$ cat config.mk
export PLATFORM = sky130hd
export DESIGN_NAME = pwm_update_scheduler
export DESIGN_NICKNAME = d
export VERILOG_FILES = /design/src/rtl/pwm_update_scheduler.sv
export SDC_FILE = /design/constraint.sdc
export NUM_CORES = 1
export LEC_CHECK = 0
export CAP_MARGIN = 30
export CORE_MARGIN = 2
export CORE_UTILIZATION = 42
export CTS_CLUSTER_SIZE = 25
export DETAILED_ROUTE_END_ITERATION = 8
export PLACE_DENSITY_LB_ADDON = 0.12
export SLEW_MARGIN = 20
export SYNTH_ARGS = -nofsm -noshare
export SYNTH_HDL_FRONTEND = slang
export SYNTH_SLANG_ARGS = --single-unit
$ cat constraint.sdc
create_clock -name clk -period 2.41 [get_ports clk]
set_input_delay 0.241 -clock clk [delete_from_list [all_inputs] [get_ports clk]]
set_output_delay 0.241 -clock clk [all_outputs]
set_load 0.01 [all_outputs]
$ cat src/rtl/pwm_update_scheduler.sv
// PWM output stage with double-buffered configuration.
// Deferred updates are held in a pending set and committed at the period boundary.
// Immediate updates load the active set directly and restart the period.
module pwm_update_scheduler #(
  parameter int unsigned PRESCALE = 3000
) (
  input  logic        clk,
  input  logic        rst_n,
  input  logic        cfg_valid,
  input  logic        cfg_immediate,
  input  logic [15:0] en_out_in,
  input  logic [15:0] en_pwm_in,
  input  logic [7:0]  duty_in,
  output logic [15:0] uo_out,
  output logic        cfg_ack,
  output logic        cfg_pending,
  output logic        period_start
);

  localparam logic [15:0] PS_MAX = 16'(PRESCALE - 1);

  typedef enum logic {IDLE, PENDING} state_t;

  state_t      r_state;
  state_t      w_state_nxt;
  logic [15:0] r_presc;
  logic [7:0]  r_cnt;
  logic [15:0] r_pend_en_out;
  logic [15:0] r_pend_en_pwm;
  logic [7:0]  r_pend_duty;
  logic [15:0] r_act_en_out;
  logic [15:0] r_act_en_pwm;
  logic [7:0]  r_act_duty;
  logic        r_ack;
  logic        r_period_start;

  logic w_tick;
  logic w_bnd;
  logic w_imm;
  logic w_defer;
  logic w_load_pend;
  logic w_commit_pend;
  logic w_commit_in;
  logic w_level;

  assign w_tick  = (r_presc == PS_MAX);
  assign w_bnd   = w_tick && (r_cnt == 8'hFF);
  assign w_imm   = cfg_valid && cfg_immediate;
  assign w_defer = cfg_valid && !cfg_immediate;

  // State register
  always_ff @(posedge clk or negedge rst_n) begin
    if (!rst_n) r_state <= IDLE;
    else        r_state <= w_state_nxt;
  end

  // Next-state and commit decisions; immediate requests override everything
  always_comb begin
    w_state_nxt   = r_state;
    w_load_pend   = 1'b0;
    w_commit_pend = 1'b0;
    w_commit_in   = 1'b0;
    if (w_imm) begin
      w_state_nxt = IDLE;
    end else begin
      case (r_state)
        IDLE: begin
          if (w_defer) begin
            w_load_pend = 1'b1;
            w_state_nxt = PENDING;
          end
        end
        PENDING: begin
          if (w_bnd) begin
            w_state_nxt = IDLE;
            // A request arriving on the boundary itself supersedes the older pending set
            if (w_defer) w_commit_in   = 1'b1;
            else         w_commit_pend = 1'b1;
          end else if (w_defer) begin
            w_load_pend = 1'b1;
          end
        end
        default: w_state_nxt = IDLE;
      endcase
    end
  end

  // Prescaler and PWM counter; an immediate commit restarts the period
  always_ff @(posedge clk or negedge rst_n) begin
    if (!rst_n) begin
      r_presc <= '0;
      r_cnt   <= '0;
    end else if (w_imm) begin
      r_presc <= '0;
      r_cnt   <= '0;
    end else if (w_tick) begin
      r_presc <= '0;
      r_cnt   <= r_cnt + 8'd1;
    end else begin
      r_presc <= r_presc + 16'd1;
    end
  end

  // Pending configuration capture
  always_ff @(posedge clk or negedge rst_n) begin
    if (!rst_n) begin
      r_pend_en_out <= '0;
      r_pend_en_pwm <= '0;
      r_pend_duty   <= '0;
    end else if (w_load_pend) begin
      r_pend_en_out <= en_out_in;
      r_pend_en_pwm <= en_pwm_in;
      r_pend_duty   <= duty_in;
    end
  end

  // Active configuration update from inputs or from the pending set
  always_ff @(posedge clk or negedge rst_n) begin
    if (!rst_n) begin
      r_act_en_out <= '0;
      r_act_en_pwm <= '0;
      r_act_duty   <= '0;
    end else if (w_imm || w_commit_in) begin
      r_act_en_out <= en_out_in;
      r_act_en_pwm <= en_pwm_in;
      r_act_duty   <= duty_in;
    end else if (w_commit_pend) begin
      r_act_en_out <= r_pend_en_out;
      r_act_en_pwm <= r_pend_en_pwm;
      r_act_duty   <= r_pend_duty;
    end
  end

  // Status pulses: acknowledge and period start, one cycle after the event
  always_ff @(posedge clk or negedge rst_n) begin
    if (!rst_n) begin
      r_ack          <= 1'b0;
      r_period_start <= 1'b0;
    end else begin
      r_ack          <= w_imm || w_commit_pend || w_commit_in;
      r_period_start <= w_imm || w_bnd;
    end
  end

  // Output decode from registered counter and active set
  always_comb begin
    w_level = (r_act_duty == 8'hFF) ? 1'b1 : (r_cnt < r_act_duty);
    uo_out  = r_act_en_out & (~r_act_en_pwm | {16{w_level}});
  end

  assign cfg_ack      = r_ack;
  assign cfg_pending  = (r_state == PENDING);
  assign period_start = r_period_start;

endmodule

After elaboration in Yosys (flattened, before gate mapping) --
Index checks and enable logic that the tools add are counted.
Storage, ports and cells: logic and storage cells 56, input bits 44, flip-flop bits (word level) 107, output and inout port bits 19
Operators by class: add/sub/neg operators 2, bitwise gates (word level) 4, eq/ne operators 3, $lt $le $gt $ge 1, multiplexer cells 25, reduce and logical (&&, ||, !) cells 10
Operators with widths (count):
- $mux W16 | 6
- $mux W8 | 4
- $add A16 B1 Y16 const B | 1
- $and A16 B16 Y16 | 1
- $eq A16 B12 Y1 const B | 1
- $eq A8 B8 Y1 const B | 2
- $not A16 Y16 | 1
- $or A16 B16 Y16 | 1
- $mux W1 | 13
- $add A8 B1 Y8 const B | 1
- $lt A8 B8 Y1 | 1
- $logic_or A1 B1 Y1 | 4
- $pmux W1 S2 | 2
- $reduce_bool A2 Y1 | 2
- $logic_and A1 B1 Y1 | 3
- $logic_not A1 Y1 | 1
- $not A1 Y1 | 1

Longest topological paths before layout --
depth after elaboration 8, mapped depth 7, gate-level depth less buffers 6

Worst setup path before layout --
OpenSTA, ideal clock, no wires.
kind flip-flop to output port, start register r_cnt[5], end output uo_out[10], path buffers 1, cell stages (with the launch flop) 7, arrival time 1807 ps, data required time 2169 ps, setup slack 362 ps, path through dfrtp_1 > ha_1 > and3_1 > a221oi_1 > o32ai_1 > clkbuf_1 > a21boi_0
On the way: longest elaborated chain between the ends 4
Ends and longest elaborated chain:
- from (decl) | RTL line 27 | logic [7:0] r_cnt;
- from (signal assigned) | RTL line 98 | r_cnt <= r_cnt + 8'd1;
- $lt A8 B8 Y1 | RTL line 147 | w_level = (r_act_duty == 8'hFF) ? 1'b1 : (r_cnt < r_act_duty);
- $mux W1 | RTL line 147
- $or A16 B16 Y16 | RTL line 148 | uo_out = r_act_en_out & (~r_act_en_pwm | {16{w_level}});
- $and A16 B16 Y16 | RTL line 148
- to (decl) | RTL line 14 | output logic [15:0] uo_out,
No other way between the ends.

Worst setup path in the final report --
start register r_cnt[5], end output uo_out[4]
The elaborated chain is that of the path after synthesis.

==> flow_metrics.env <==
export IMPL_status="finished with violations"
export IMPL_violations="setup timing"
export IMPL_dp_hpwl_mm=7.79
export IMPL_port_buffers=62
export IMPL_core_region_area_um2=12500
export IMPL_period_share_pct=102
export IMPL_fmax_mhz=409
export IMPL_synth_seq_cells=107
export IMPL_hold_end="cfg_pending"
export IMPL_synth_main_ff_cell="dfrtp_1"
export IMPL_grt_pass1_vias=3768
export IMPL_num_vias=3583
export IMPL_reg2reg_from="r_presc[0]"
export IMPL_htreeDepth=3
export IMPL_die_y_um=117
export IMPL_cts_tree="built"
export IMPL_grt_usage_pct=19.1
export IMPL_die_width_um=117
export IMPL_clock_sinks=107
export IMPL_required_ns=2.17
export IMPL_syn_area_per_cell_um2=12.1
export IMPL_cts_buffers_inserted=9
export IMPL_setup_slack_ns=-0.0370
export IMPL_synth_seq_area_share_pct=50.2
export IMPL_hold_path_class="input port to flip-flop"
export IMPL_dp_slack_ns=-0.301
export IMPL_drt_initial_drc_count=189
export IMPL_synth_nets=492
export IMPL_ys_types=48
export IMPL_die_area_um2=13600
export IMPL_slew_violations=0
export IMPL_gp_congestion=0.786
export IMPL_cp_end_kind="primary output"
export IMPL_post_route_util_pct=52.9
export IMPL_min_period_ns=2.45
export IMPL_syn_inst=439
export IMPL_grt_overflow_total=0
export IMPL_skew_ns=0.00935
export IMPL_wire_per_inst_um=17.4
export IMPL_synth_edf_count=0
export IMPL_ys_warn_count=0
export IMPL_syn_area_um2=5330
export IMPL_n_fill_cell=1165
export IMPL_hold_viol=0
export IMPL_drt_total_wl_mm=12.1
export IMPL_slew_headroom_pct=42.1
export IMPL_viasPerCell=5.16
export IMPL_grt_max_degree=47
export IMPL_drc_errors=0
export IMPL_regToRegSetupSlack_ns=0.14
export IMPL_first_pass_iters=4
export IMPL_grt_pass1_wl_mm=19.9
export IMPL_rsz0062_at_grt="yes"
export IMPL_critPathLaunchType="flip-flop"
export IMPL_clk_latency_ns=0.36
export IMPL_fin_tns_setup_ns=-0.128
export IMPL_crit_fanout=6
export IMPL_min_delay_start="cfg_valid"
export IMPL_tightest_slew_ns=0.869
export IMPL_holdWs_ns=0.211
export IMPL_setup_viol=5
export IMPL_maxCapViolCount=0
export IMPL_drive_gt1_share_pct=26.6
export IMPL_clockRootBuffer="clkbuf_16"
export IMPL_timing_worst_setup_path_type="flip-flop to primary output"
export IMPL_cts_clk_slew_worst_paths_ns=0.07
export IMPL_cts_path_max_buffers=2
export IMPL_rows=41
export IMPL_start_util_pct=42.6
export IMPL_ir_worst_vdd_v=0.000505
export IMPL_nets=570
export IMPL_r2r_end="r_pend_en_out[3]"
export IMPL_p_leak_nw=2.94
export IMPL_totalPowerFinal_mw=4.59
export IMPL_p_per_area_nw_per_um2=693
export IMPL_reg2reg_depth=5
export IMPL_syn2layout_area_growth_pct=24.2
export IMPL_crit_arrival_ns=2.21
export IMPL_pin_count=63
export IMPL_ant_nets=0
export IMPL_whs_path_depth=3
export IMPL_antenna_found_initial=0
export IMPL_async_flop_share_pct=100
export IMPL_antenna_cells=0
worst max path at each step:
stage,start,endpoint,slack (ns),depth (start not counted)
2_1_floorplan,r_cnt[5],uo_out[10],0.36,6
3_3_place_gp,r_cnt[7],uo_out[14],-0.26,7
3_5_place_dp,r_cnt[7],uo_out[15],-0.30,7
4_1_cts,r_act_duty[6],uo_out[13],-0.07,9
5_1_grt,r_act_duty[5],uo_out[14],-0.13,8
6_report,r_cnt[5],uo_out[4],-0.04,7
layout by cell type (no fill, tap or decap), types with 9 or more instances in the layout:
| master | synthesis | final |
|---|---|---|
| a22oi_1 | 33 | 33 |
| mux2_4 | 40 | 40 |
| nand2_1 | 12 | 12 |
| nor2_1 | 56 | 56 |
| mux2i_1 | 47 | 47 |
| clkdlybuf4s50_1 | 0 | 44 |
| inv_1 | 13 | 10 |
| clkbuf_16 | 0 | 9 |
| a21boi_2 | 0 | 14 |
| dfrtp_1 | 107 | 107 |
| buf_4 | 3 | 24 |
| xnor2_1 | 12 | 12 |
| buf_2 | 5 | 17 |
logic make-up after synthesis:
| logic type | synth area share [%] |
|---|---|
| and+or+nand+nor | 10.8 |
| DFF | 50.2 |
| muxes | 20.1 |
| AOI/OAI and AO/OA | 10.0 |
| buffers and inverters | 4.46 |
| xor gates and xnor gates | 2.30 |
| adders and majority gates | 2.11 |
state kept, by name, summed over array words and instances (netlist names), 8 cells and up:
register       count
r_act_en_out      16
r_act_en_pwm      16
r_pend_en_out     16
r_pend_en_pwm     16
r_presc           16
r_act_duty         8
r_cnt              8
r_pend_duty        8
cells in the mapped netlist (3+ instances only):
library cell,number,area [um2]
dfrtp_1,107,2680
nor2_1,56,210
mux2i_1,47,470
mux2_4,40,601
a22oi_1,33,248
a21boi_0,16,120
inv_1,13,48.8
clkbuf_1,12,45.0
nand2_1,12,45.0
xnor2_1,12,105
ha_1,9,113
a21oi_1,8,40.0
nand3_1,8,40.0
nand4_1,8,50.1
buf_2,5,25.0
buf_12,4,80.1
and3_1,3,18.8
buf_4,3,22.5
nor3_1,3,15.0
nor4_1,3,18.8
o31ai_1,3,22.5
or4_1,3,22.5
metal layers:
layer / routed length [um] / vias to the layer above / track usage (%) / share of wire (%)
met3: 405 / 12 / 4.41 / 3.3
met5: 0 / - / 0 / 0
li1: - / 1727 / - / -
met1: 6000 / 1783 / 27.1 / 50
met2: 5540 / 61 / 29.6 / 46
met4: 146 / 0 / 5.80 / 1.2
cell type report:
class,count,area (um2),area share [%]
multi-input cells,293,2550,38.5
clock buffers,10,239,3.61
well taps,172,215,3.25
inverters,13,48.8,0.737
clock inverters,6,53.8,0.813
flip-flops and latches,107,2680,40.4
repair buffers,93,838,12.7
where the power goes:
group,switching (mW),internal [mW]
Clock,0.720,0.751
Sequential,0.161,2.04
Combinational,0.398,0.519
Total,1.28,3.31
repair_timing:
action                                  4_1_cts  5_1_grt
buffers inserted                              6        1
resized for setup                           101        8
cloned                                        1        0
endpoints found under the hold margin        44        0
hold buffers                                  1        0
pin swaps                                    14       12
endpoints found under the setup margin       16       16
through the flow:
step           area, um2  std cells
3_3_place_gp        6230        671
3_5_place_dp        6230        671
2_1_floorplan       5330        439
4_1_cts             6620        694
6_report            6620        694
5_1_grt             6620        694
worst max-delay path, cell delays in order, from the launching register on:
cell      delay, ns
dfrtp_1        0.38
ha_1           0.30
and3_4         0.20
a221oi_4       0.33
o32ai_4        0.17
buf_12         0.18
a21boi_1       0.14
buf_2          0.15
No activity file was read; power rests on OpenSTA's default activity.
